### config.mk
export PLATFORM = sky130hd
export DESIGN_NAME = mem_port_arbiter_flat
export DESIGN_NICKNAME = d
export VERILOG_FILES = /design/src/rtl/mem_port_arbiter_if.sv /design/src/rtl/mem_port_arbiter.sv /design/src/flat_wrapper.sv
export SDC_FILE = /design/constraint.sdc
export NUM_CORES = 1
export LEC_CHECK = 0
export BUFFER_PORTS_ARGS = -buffer_cell sky130_fd_sc_hd__buf_2
export CORE_UTILIZATION = 39
export DETAILED_ROUTE_END_ITERATION = 16
export MAX_ROUTING_LAYER = met4
export PLACE_DENSITY = 0.88
export SYNTH_ARGS = -nofsm -noshare
export SYNTH_HDL_FRONTEND = slang
export SYNTH_SLANG_ARGS = --single-unit
### constraint.sdc
create_clock -name clk -period 2.3 [get_ports clk]
set_input_delay 0.345 -clock clk [delete_from_list [all_inputs] [get_ports clk]]
set_output_delay 0.345 -clock clk [all_outputs]
set_load 0.01 [all_outputs]
### src/rtl/mem_port_arbiter_if.sv
// mem_port_arbiter_if: request/grant, BRAM port A and read-return signals of the shared memory port
interface mem_port_arbiter_if #(
    parameter int ADDR_W = 10,
    parameter int DATA_W = 16
);
    logic              f_req;
    logic [ADDR_W-1:0] f_addr;
    logic              f_gnt;
    logic              f_rvalid;
    logic              ls_req;
    logic              ls_we;
    logic [ADDR_W-1:0] ls_addr;
    logic [DATA_W-1:0] ls_wdata;
    logic              ls_gnt;
    logic              ls_rvalid;
    logic              dbg_req;
    logic              dbg_we;
    logic [ADDR_W-1:0] dbg_addr;
    logic [DATA_W-1:0] dbg_wdata;
    logic              dbg_gnt;
    logic              dbg_rvalid;
    logic [ADDR_W-1:0] mem_addr;
    logic              mem_we;
    logic [DATA_W-1:0] mem_wdata;
    logic [DATA_W-1:0] mem_rdata;
    logic [DATA_W-1:0] rdata;
    logic              busy;

    modport slave (
        input  f_req, f_addr, ls_req, ls_we, ls_addr, ls_wdata,
               dbg_req, dbg_we, dbg_addr, dbg_wdata, mem_rdata,
        output f_gnt, f_rvalid, ls_gnt, ls_rvalid, dbg_gnt, dbg_rvalid,
               mem_addr, mem_we, mem_wdata, rdata, busy
    );

    modport master (
        output f_req, f_addr, ls_req, ls_we, ls_addr, ls_wdata,
               dbg_req, dbg_we, dbg_addr, dbg_wdata, mem_rdata,
        input  f_gnt, f_rvalid, ls_gnt, ls_rvalid, dbg_gnt, dbg_rvalid,
               mem_addr, mem_we, mem_wdata, rdata, busy
    );
endinterface

### src/rtl/mem_port_arbiter.sv
// mem_port_arbiter: shares BRAM port A between fetch, load/store and debug with starvation-free priority
module mem_port_arbiter #(
    parameter int ADDR_W   = 10,
    parameter int DATA_W   = 16,
    parameter int MAX_WAIT = 4
) (
    input logic               clk,
    input logic               reset,
    mem_port_arbiter_if.slave bus
);
    typedef enum logic [1:0] {TAG_NONE, TAG_F, TAG_LS, TAG_DBG} tag_t;

    tag_t              win;
    tag_t              tag;
    logic [3:0]        f_wait;
    logic [3:0]        dbg_wait;
    logic [ADDR_W-1:0] addr_q;
    logic              gnt_q;
    logic              f_prom;
    logic              dbg_prom;
    logic              rd;

    assign f_prom   = bus.f_req && f_wait == 4'(MAX_WAIT);
    assign dbg_prom = bus.dbg_req && dbg_wait == 4'(MAX_WAIT);

    // winner: promoted fetch, promoted debug, then base order ls > fetch > dbg; nobody while in reset
    always_comb
        win = reset    ? TAG_NONE :
              f_prom   ? TAG_F    :
              dbg_prom ? TAG_DBG  :
              bus.ls_req  ? TAG_LS  :
              bus.f_req   ? TAG_F   :
              bus.dbg_req ? TAG_DBG : TAG_NONE;

    assign bus.f_gnt   = win == TAG_F;
    assign bus.ls_gnt  = win == TAG_LS;
    assign bus.dbg_gnt = win == TAG_DBG;

    assign bus.mem_we    = win == TAG_LS ? bus.ls_we : win == TAG_DBG ? bus.dbg_we : 1'b0;
    assign bus.mem_addr  = win == TAG_F  ? bus.f_addr  :
                           win == TAG_LS ? bus.ls_addr :
                           win == TAG_DBG ? bus.dbg_addr : addr_q;
    assign bus.mem_wdata = win == TAG_LS ? bus.ls_wdata : win == TAG_DBG ? bus.dbg_wdata : '0;

    assign rd = win == TAG_F || (win == TAG_LS && !bus.ls_we) || (win == TAG_DBG && !bus.dbg_we);

    // rvalid is gated by reset so a reset right after a granted read cancels its return
    assign bus.f_rvalid   = tag == TAG_F   && !reset;
    assign bus.ls_rvalid  = tag == TAG_LS  && !reset;
    assign bus.dbg_rvalid = tag == TAG_DBG && !reset;
    assign bus.rdata      = bus.mem_rdata;
    assign bus.busy       = gnt_q || win != TAG_NONE;

    // wait counters, return tag, last issued address and last-cycle grant flag
    always_ff @(posedge clk) begin
        if (reset) begin
            f_wait   <= '0;
            dbg_wait <= '0;
            tag      <= TAG_NONE;
            addr_q   <= '0;
            gnt_q    <= 1'b0;
        end else begin
            f_wait   <= (bus.f_req && win != TAG_F) ? (f_prom ? f_wait : f_wait + 4'd1) : 4'd0;
            dbg_wait <= (bus.dbg_req && win != TAG_DBG) ? (dbg_prom ? dbg_wait : dbg_wait + 4'd1) : 4'd0;
            tag      <= rd ? win : TAG_NONE;
            addr_q   <= bus.mem_addr;
            gnt_q    <= win != TAG_NONE;
        end
    end
endmodule

### src/flat_wrapper.sv
// flat-port wrapper written by rule: the top's interface ports become plain ports
module mem_port_arbiter_flat 
#(
    parameter int ADDR_W   = 10,
    parameter int DATA_W   = 16,
    parameter int MAX_WAIT = 4
)
  (clk, reset, bus_f_req, bus_f_addr, bus_ls_req, bus_ls_we, bus_ls_addr, bus_ls_wdata, bus_dbg_req, bus_dbg_we, bus_dbg_addr, bus_dbg_wdata, bus_mem_rdata, bus_f_gnt, bus_f_rvalid, bus_ls_gnt, bus_ls_rvalid, bus_dbg_gnt, bus_dbg_rvalid, bus_mem_addr, bus_mem_we, bus_mem_wdata, bus_rdata, bus_busy);
  mem_port_arbiter_if #(.ADDR_W(ADDR_W), .DATA_W(DATA_W)) bus_i ();
  input logic clk;
  input logic reset;
  input wire logic [$bits(bus_i.f_req)-1:0] bus_f_req;
  input wire logic [$bits(bus_i.f_addr)-1:0] bus_f_addr;
  input wire logic [$bits(bus_i.ls_req)-1:0] bus_ls_req;
  input wire logic [$bits(bus_i.ls_we)-1:0] bus_ls_we;
  input wire logic [$bits(bus_i.ls_addr)-1:0] bus_ls_addr;
  input wire logic [$bits(bus_i.ls_wdata)-1:0] bus_ls_wdata;
  input wire logic [$bits(bus_i.dbg_req)-1:0] bus_dbg_req;
  input wire logic [$bits(bus_i.dbg_we)-1:0] bus_dbg_we;
  input wire logic [$bits(bus_i.dbg_addr)-1:0] bus_dbg_addr;
  input wire logic [$bits(bus_i.dbg_wdata)-1:0] bus_dbg_wdata;
  input wire logic [$bits(bus_i.mem_rdata)-1:0] bus_mem_rdata;
  output wire logic [$bits(bus_i.f_gnt)-1:0] bus_f_gnt;
  output wire logic [$bits(bus_i.f_rvalid)-1:0] bus_f_rvalid;
  output wire logic [$bits(bus_i.ls_gnt)-1:0] bus_ls_gnt;
  output wire logic [$bits(bus_i.ls_rvalid)-1:0] bus_ls_rvalid;
  output wire logic [$bits(bus_i.dbg_gnt)-1:0] bus_dbg_gnt;
  output wire logic [$bits(bus_i.dbg_rvalid)-1:0] bus_dbg_rvalid;
  output wire logic [$bits(bus_i.mem_addr)-1:0] bus_mem_addr;
  output wire logic [$bits(bus_i.mem_we)-1:0] bus_mem_we;
  output wire logic [$bits(bus_i.mem_wdata)-1:0] bus_mem_wdata;
  output wire logic [$bits(bus_i.rdata)-1:0] bus_rdata;
  output wire logic [$bits(bus_i.busy)-1:0] bus_busy;
  assign bus_i.f_req = bus_f_req;
  assign bus_i.f_addr = bus_f_addr;
  assign bus_i.ls_req = bus_ls_req;
  assign bus_i.ls_we = bus_ls_we;
  assign bus_i.ls_addr = bus_ls_addr;
  assign bus_i.ls_wdata = bus_ls_wdata;
  assign bus_i.dbg_req = bus_dbg_req;
  assign bus_i.dbg_we = bus_dbg_we;
  assign bus_i.dbg_addr = bus_dbg_addr;
  assign bus_i.dbg_wdata = bus_dbg_wdata;
  assign bus_i.mem_rdata = bus_mem_rdata;
  assign bus_f_gnt = bus_i.f_gnt;
  assign bus_f_rvalid = bus_i.f_rvalid;
  assign bus_ls_gnt = bus_i.ls_gnt;
  assign bus_ls_rvalid = bus_i.ls_rvalid;
  assign bus_dbg_gnt = bus_i.dbg_gnt;
  assign bus_dbg_rvalid = bus_i.dbg_rvalid;
  assign bus_mem_addr = bus_i.mem_addr;
  assign bus_mem_we = bus_i.mem_we;
  assign bus_mem_wdata = bus_i.mem_wdata;
  assign bus_rdata = bus_i.rdata;
  assign bus_busy = bus_i.busy;
  mem_port_arbiter #(.ADDR_W(ADDR_W), .DATA_W(DATA_W), .MAX_WAIT(MAX_WAIT)) u_core (.clk(clk), .reset(reset), .bus(bus_i));
endmodule
## Yosys cells after proc, flatten, opt, wreduce, memory -nomap -nowiden

Index checks and enable logic that the tools add are counted.

| operators by class | value |
|---|---|
| eq/ne operators | 10 |
| reduce and logical (&&, ||, !) cells | 19 |
| muxes and demuxes | 13 |
| bitwise gates (word level) | 3 |
| $add $sub $neg | 2 |

Operators with widths:

| cell | count |
|---|---|
| $mux W16 | 2 |
| $mux W10 | 3 |
| $mux W2 | 6 |
| $logic_and A1 B1 Y1 | 9 |
| $add A4 B1 Y4 const B | 2 |
| $eq A2 B2 Y1 const B | 4 |
| $eq A4 B3 Y1 const B | 2 |
| $reduce_or A2 Y1 | 3 |
| $eq A2 B1 Y1 const B | 2 |
| $logic_not A1 Y1 | 3 |
| $logic_or A1 B1 Y1 | 3 |
| $not A1 Y1 | 3 |
| $mux W1 | 2 |
| $ne A2 B1 Y1 const B | 1 |
| $ne A2 B2 Y1 const B | 1 |
| $reduce_bool A2 Y1 | 1 |

| storage, ports and cells | value |
|---|---|
| bits in registers | 21 |
| logic and storage cells | 52 |

## Longest topological paths before layout

| logic depth | value |
|---|---|
| depth after elaboration | 12 |
| gate-level depth with buffers | 8 |

## Least setup slack after synthesis

OpenSTA, ideal clock, no wires.

| timing path | value |
|---|---|
| path kind | flip-flop to output port |
| start | register u_core.dbg_wait[0] |
| end | output port bus_mem_addr[8] |
| stages on the path, launching flop included | 9 |
| required time | 1.955 ns |
| data arrival time | 1.887 ns |
| path buffers | 2 |
| slack | 0.068 ns |
| cells stage by stage | dfxtp_1 -> inv_1 -> ha_1 -> and3b_1 -> o2111a_1 -> buf_6 -> buf_6 -> a222oi_1 -> mux2_1 |

| between the ends | value |
|---|---|
| cells in the longest elaborated chain, start to end | 9 |
| elaborated cells on any way between the ends | 11 |

Ends and longest elaborated chain:

| what | RTL line | text |
|---|---|---|
| start: declaration | mem_port_arbiter.sv:16 | `logic [3:0] dbg_wait;` |
| start signal: assignment | mem_port_arbiter.sv:64 | `dbg_wait <= (bus.dbg_req && win != TAG_DBG) ? (dbg_prom ? dbg_wait : dbg_wait + 4'd1) : 4'd0;` |
| $eq A4 B3 Y1 (*) | mem_port_arbiter.sv:24 | `assign dbg_prom = bus.dbg_req && dbg_wait == 4'(MAX_WAIT);` |
| $logic_and A1 B1 Y1 (*) | mem_port_arbiter.sv:24 |  |
| $mux W2 (*) | mem_port_arbiter.sv:30 | `dbg_prom ? TAG_DBG :` |
| $mux W2 (*) | mem_port_arbiter.sv:29 | `f_prom ? TAG_F :` |
| $mux W2 (*) | mem_port_arbiter.sv:28 | `win = reset ? TAG_NONE :` |
| $eq A2 B2 Y1 | mem_port_arbiter.sv:42 | `win == TAG_DBG ? bus.dbg_addr : addr_q;` |
| $mux W10 | mem_port_arbiter.sv:42 |  |
| $mux W10 | mem_port_arbiter.sv:41 | `win == TAG_LS ? bus.ls_addr :` |
| $mux W10 (*) | mem_port_arbiter.sv:40 | `assign bus.mem_addr = win == TAG_F ? bus.f_addr :` |
| end: declaration | flat_wrapper.sv:29 | `output wire logic [$bits(bus_i.mem_addr)-1:0] bus_mem_addr;` |

Mark *: on every way between the ends. The rest lies on a longest branch, timed or not.

## Worst setup path after layout

| timing path | value |
|---|---|
| start | register u_core.dbg_wait[0] |
| end | output port bus_mem_addr[2] |

Same word-level chain as after synthesis.

==> impl_results.rst <==
.. list-table::
   :header-rows: 1

   * - Metric
     - Value
   * - Cell area after layout
     - ~2500 um^2
   * - HPWL after detailed placement
     - 3.55 mm
   * - Count of mapped cells out of synthesis
     - ~180
   * - Clock transition at the registers of the reported paths
     - 0.08 ns
   * - Remaining DRCs
     - 0
   * - Die Height
     - approximately 66 um
   * - Routability Congestion
     - 0.817
   * - Result of the run
     - finished with violations
   * - Sequential element share of the synthesized area
     - between 20% and 30%
   * - Transition at the pin with the smallest max-transition slack
     - 0.428 ns
   * - Prevailing post-synth register cell
     - sky130_fd_sc_hd__dfxtp_1
   * - Flop and latch count out of synthesis
     - 21
   * - Type of the worst min-delay path
     - input port to flip-flop
   * - Terminating pin of the worst hold path
     - u_core.addr_q[9]
   * - Die footprint
     - ~4400 um^2
   * - Data required, critical path
     - between 1.5 and 2 ns
   * - Worst path arrival time
     - roughly 2.1 ns
   * - Peak fanout along the critical path
     - 5
   * - Relative max-transition margin
     - approximately 70%
   * - Critical register-to-register path endpoint
     - u_core.addr_q[1]
   * - Peak Freq
     - 407 MHz
   * - I/O pin count
     - about 140
   * - Startpoint of the lowest-slack register-to-register path
     - u_core.dbg_wait[0]
   * - Post-placement worst setup slack
     - -0.0867 ns
   * - Power per unit of standard cell area
     - between 400 and 500 nW/um^2
   * - Total via count after detailed routing
     - approximately 1800
   * - Leading cell types in the layout, fill and taps excluded
     - sky130_fd_sc_hd__buf_2 (93), sky130_fd_sc_hd__inv_1 (33), sky130_fd_sc_hd__a22o_1 (27), sky130_fd_sc_hd__buf_4 (23), sky130_fd_sc_hd__dfxtp_1 (18)
   * - Antenna Nets Post-Route
     - 0
   * - Die W
     - 66.2 um
   * - Number of clock sinks
     - 21
   * - Synthesis-to-finish area growth
     - 52.8%
   * - Met1 track demand over resource
     - 26.7%
   * - DP Area
     - 2060 um^2
   * - Worst-skew pair later-pin latency
     - between 0.2 and 0.3 ns
   * - Routed wire length
     - about 5.3 mm
   * - Total count of hold-check failures in the final report
     - 0
   * - Core box area
     - ~3800 um^2
   * - Vias per Instance
     - 5.21
   * - Maximum Capacitance Violations
     - 0
   * - Global Route Usage Sum
     - 24.7%
   * - Critical Path Source
     - u_core.dbg_wait[0]
   * - Critical path startpoint category
     - flip-flop
   * - Number of antenna violations at the first check in global routing
     - 0
   * - Net count of the mapped netlist
     - roughly 270
   * - Category of the critical setup timing path
     - flip-flop to primary output
   * - Fillers
     - 310
   * - First-pass GRT wire length
     - just under 8 mm
   * - Met2 Track Usage GR
     - 42.2%
   * - Layout Skew
     - around 0.0022 ns
   * - Initial drt markers
     - slightly below 90
   * - Peak supply drop
     - around 0.35 mV
   * - Final critical path time including I/O delays and setup
     - between 2 and 2.5 ns
   * - TritonCTS clock tree
     - yes
   * - Share of layout cells above drive strength 1
     - between 50% and 60%
   * - Non-filler instance count after layout
     - between 300 and 400
   * - H-tree depth
     - 1
   * - Total setup violations reported at the end of the flow
     - 12
   * - Final worst path period share
     - 107%
   * - Overall power consumption
     - about 0.0010 W
   * - CTS Hold Bufs
     - 0
   * - Antenna fix cells
     - 0
   * - Maximum buffer depth of the clock tree
     - 2
   * - Cell chosen for the clock root
     - sky130_fd_sc_hd__clkbuf_8
   * - Leakage power figure
     - between 1 and 1.5 nW
   * - Unrepaired setup endpoints after global routing
     - true
   * - Final core area utilization
     - roughly two thirds
   * - Failing checks
     - setup timing
   * - 1st-pass router iterations
     - 5
   * - Via count of the first global-routing pass
     - around 1600
   * - Mean routed wirelength per cell
     - about 16 um
   * - Combined area of all synthesized cells
     - roughly 1600 um^2
   * - Highest-utilization routing layer at the global route stage
     - met2
   * - Post-synthesis area per instance
     - 8.79 um^2
   * - Internal reg-to-reg setup slack
     - roughly 0.21 ns
   * - Proportion of synthesized flip-flops having asynchronous set or reset
     - 0%
   * - Number of enable-type register cells in the synthesized netlist
     - 0
   * - CP endpoint kind
     - primary output
   * - Number of cell rows
     - 22
   * - Quantity of I/O buffers inserted on ports
     - about 100
   * - Met3 Track Usage GR
     - 4.66%
   * - Total clock buffers created by CTS
     - 3
   * - Most common cell after layout, fill and taps aside
     - sky130_fd_sc_hd__buf_2
   * - Number of cells after detailed placement
     - ~310
   * - Initial core utilization
     - a little over two fifths
   * - Worst Hold Launch
     - bus_f_addr[9]
   * - Pin count of the biggest net entering global routing
     - 19
   * - Total of warnings raised by yosys
     - 0
   * - Number of distinct library cells after synthesis
     - 35
   * - Layout net count
     - 382
   * - Max Slew Vio Count
     - 0
   * - Number of stages on the worst hold path
     - 2
   * - Worst path setup slack after routing
     - -0.156 ns
   * - Overflow left after global routing
     - 0
   * - R2R depth
     - 11
## sequential cells by signal, summed over array words and instances (netlist names)
signal and flops:
u_core.f_wait 4, u_core.addr_q 10, u_core.tag 2, u_core.dbg_wait 4
u_core.gnt_q 1
## per-stage QoR
step	TNS (ns)	hold WS, ns
3_3_place_gp	-0.0397	0.444
5_1_grt	-3.12	0.298
4_1_cts	-0.924	0.306
3_5_place_dp	-0.634	0.462
2_1_floorplan	0	0.417
6_report	-1.20	0.309
## cells in the mapped netlist, types with 2 or more instances
master                     instances  share of area (%)
sky130_fd_sc_hd__nand2_1           2               0.47
sky130_fd_sc_hd__buf_6             4                2.8
sky130_fd_sc_hd__xor2_1            2                1.1
sky130_fd_sc_hd__mux2_1           10                7.0
sky130_fd_sc_hd__nor2b_1           2               0.78
sky130_fd_sc_hd__xnor2_1           2                1.1
sky130_fd_sc_hd__clkbuf_1          2               0.47
sky130_fd_sc_hd__and3_1            2               0.78
sky130_fd_sc_hd__nand3_1           3               0.93
sky130_fd_sc_hd__buf_2             3               0.93
sky130_fd_sc_hd__nor3_1            3               0.93
sky130_fd_sc_hd__nor3b_1           2               0.93
sky130_fd_sc_hd__inv_1            36                8.4
sky130_fd_sc_hd__nor2_1           10                2.3
sky130_fd_sc_hd__a222oi_1         10                6.2
sky130_fd_sc_hd__buf_4            18                8.4
sky130_fd_sc_hd__nand4b_4          2                3.0
sky130_fd_sc_hd__ha_1              4                3.1
sky130_fd_sc_hd__dfxtp_1          21                 26
sky130_fd_sc_hd__a21oi_1           4                1.2
sky130_fd_sc_hd__a22o_1           27                 15
## per-layer routing
| metal | up-vias | share of wire, % |
|---|---|---|
| met5 | - | 0 |
| met4 | 0 | 3.5 |
| met3 | 11 | 9.3 |
| met2 | 101 | 48 |
| met1 | 802 | 39 |
| li1 | 857 | - |
## critical path: stages, from the launching register on
cell and delay, ns:
sky130_fd_sc_hd__dfxtp_2 0.35, sky130_fd_sc_hd__inv_2 0.05, sky130_fd_sc_hd__ha_4 0.15, sky130_fd_sc_hd__and3b_1 0.20, sky130_fd_sc_hd__o2111a_2 0.31, sky130_fd_sc_hd__a222oi_1 0.46, sky130_fd_sc_hd__mux2_4 0.24, sky130_fd_sc_hd__buf_6 0.09
## how the worst max path moves through the flow
| stage | to | slack (ns) | cells past startpoint |
|---|---|---|---|
| floorplan | bus_mem_addr[8] | 0.07 | 8 |
| global placement | bus_mem_addr[9] | -0.02 | 7 |
| detailed placement | bus_mem_addr[4] | -0.09 | 7 |
| CTS | bus_mem_addr[4] | -0.10 | 7 |
| global route | bus_mem_addr[6] | -0.27 | 7 |
| finish | bus_mem_addr[2] | -0.16 | 7 |
## cell families after synthesis
logic type                 Yosys count  synth area share, %
buffers and inverters               64                 21.2
AOI/OAI and AO/OA                   47                 26.4
and+or+nand+nor                     32                 13.2
DFF                                 21                 26.1
muxes                               11                 7.70
xor gates and xnor gates             4                 2.18
adders and majority gates            4                 3.11
## area by class of cell
cell class / count / area, um^2 / share of cell area, %
clock buffer: 3 / 41.3 / 1.68
clock inverter: 1 / 5.00 / 0.204
inverter: 36 / 135 / 5.50
multi-input combinational: 99 / 921 / 37.5
sequential: 21 / 424 / 17.3
tap: 48 / 60.1 / 2.44
timing repair buffer: 132 / 871 / 35.4
## power by group
group	switching, W	internal (W)
clock network	0.000124	0.000121
logic	0.000166	0.000230
registers	0.00000719	0.000385
total	0.000297	0.000736
## what timing repair did
item | CTS | global route
pin swaps | 15 | 7
setup endpoints to repair | 29 | 27
cloned | 3 | 0
buffers inserted | 12 | 8
resized for setup | 34 | 5
No activity file was read; power rests on OpenSTA's default activity.
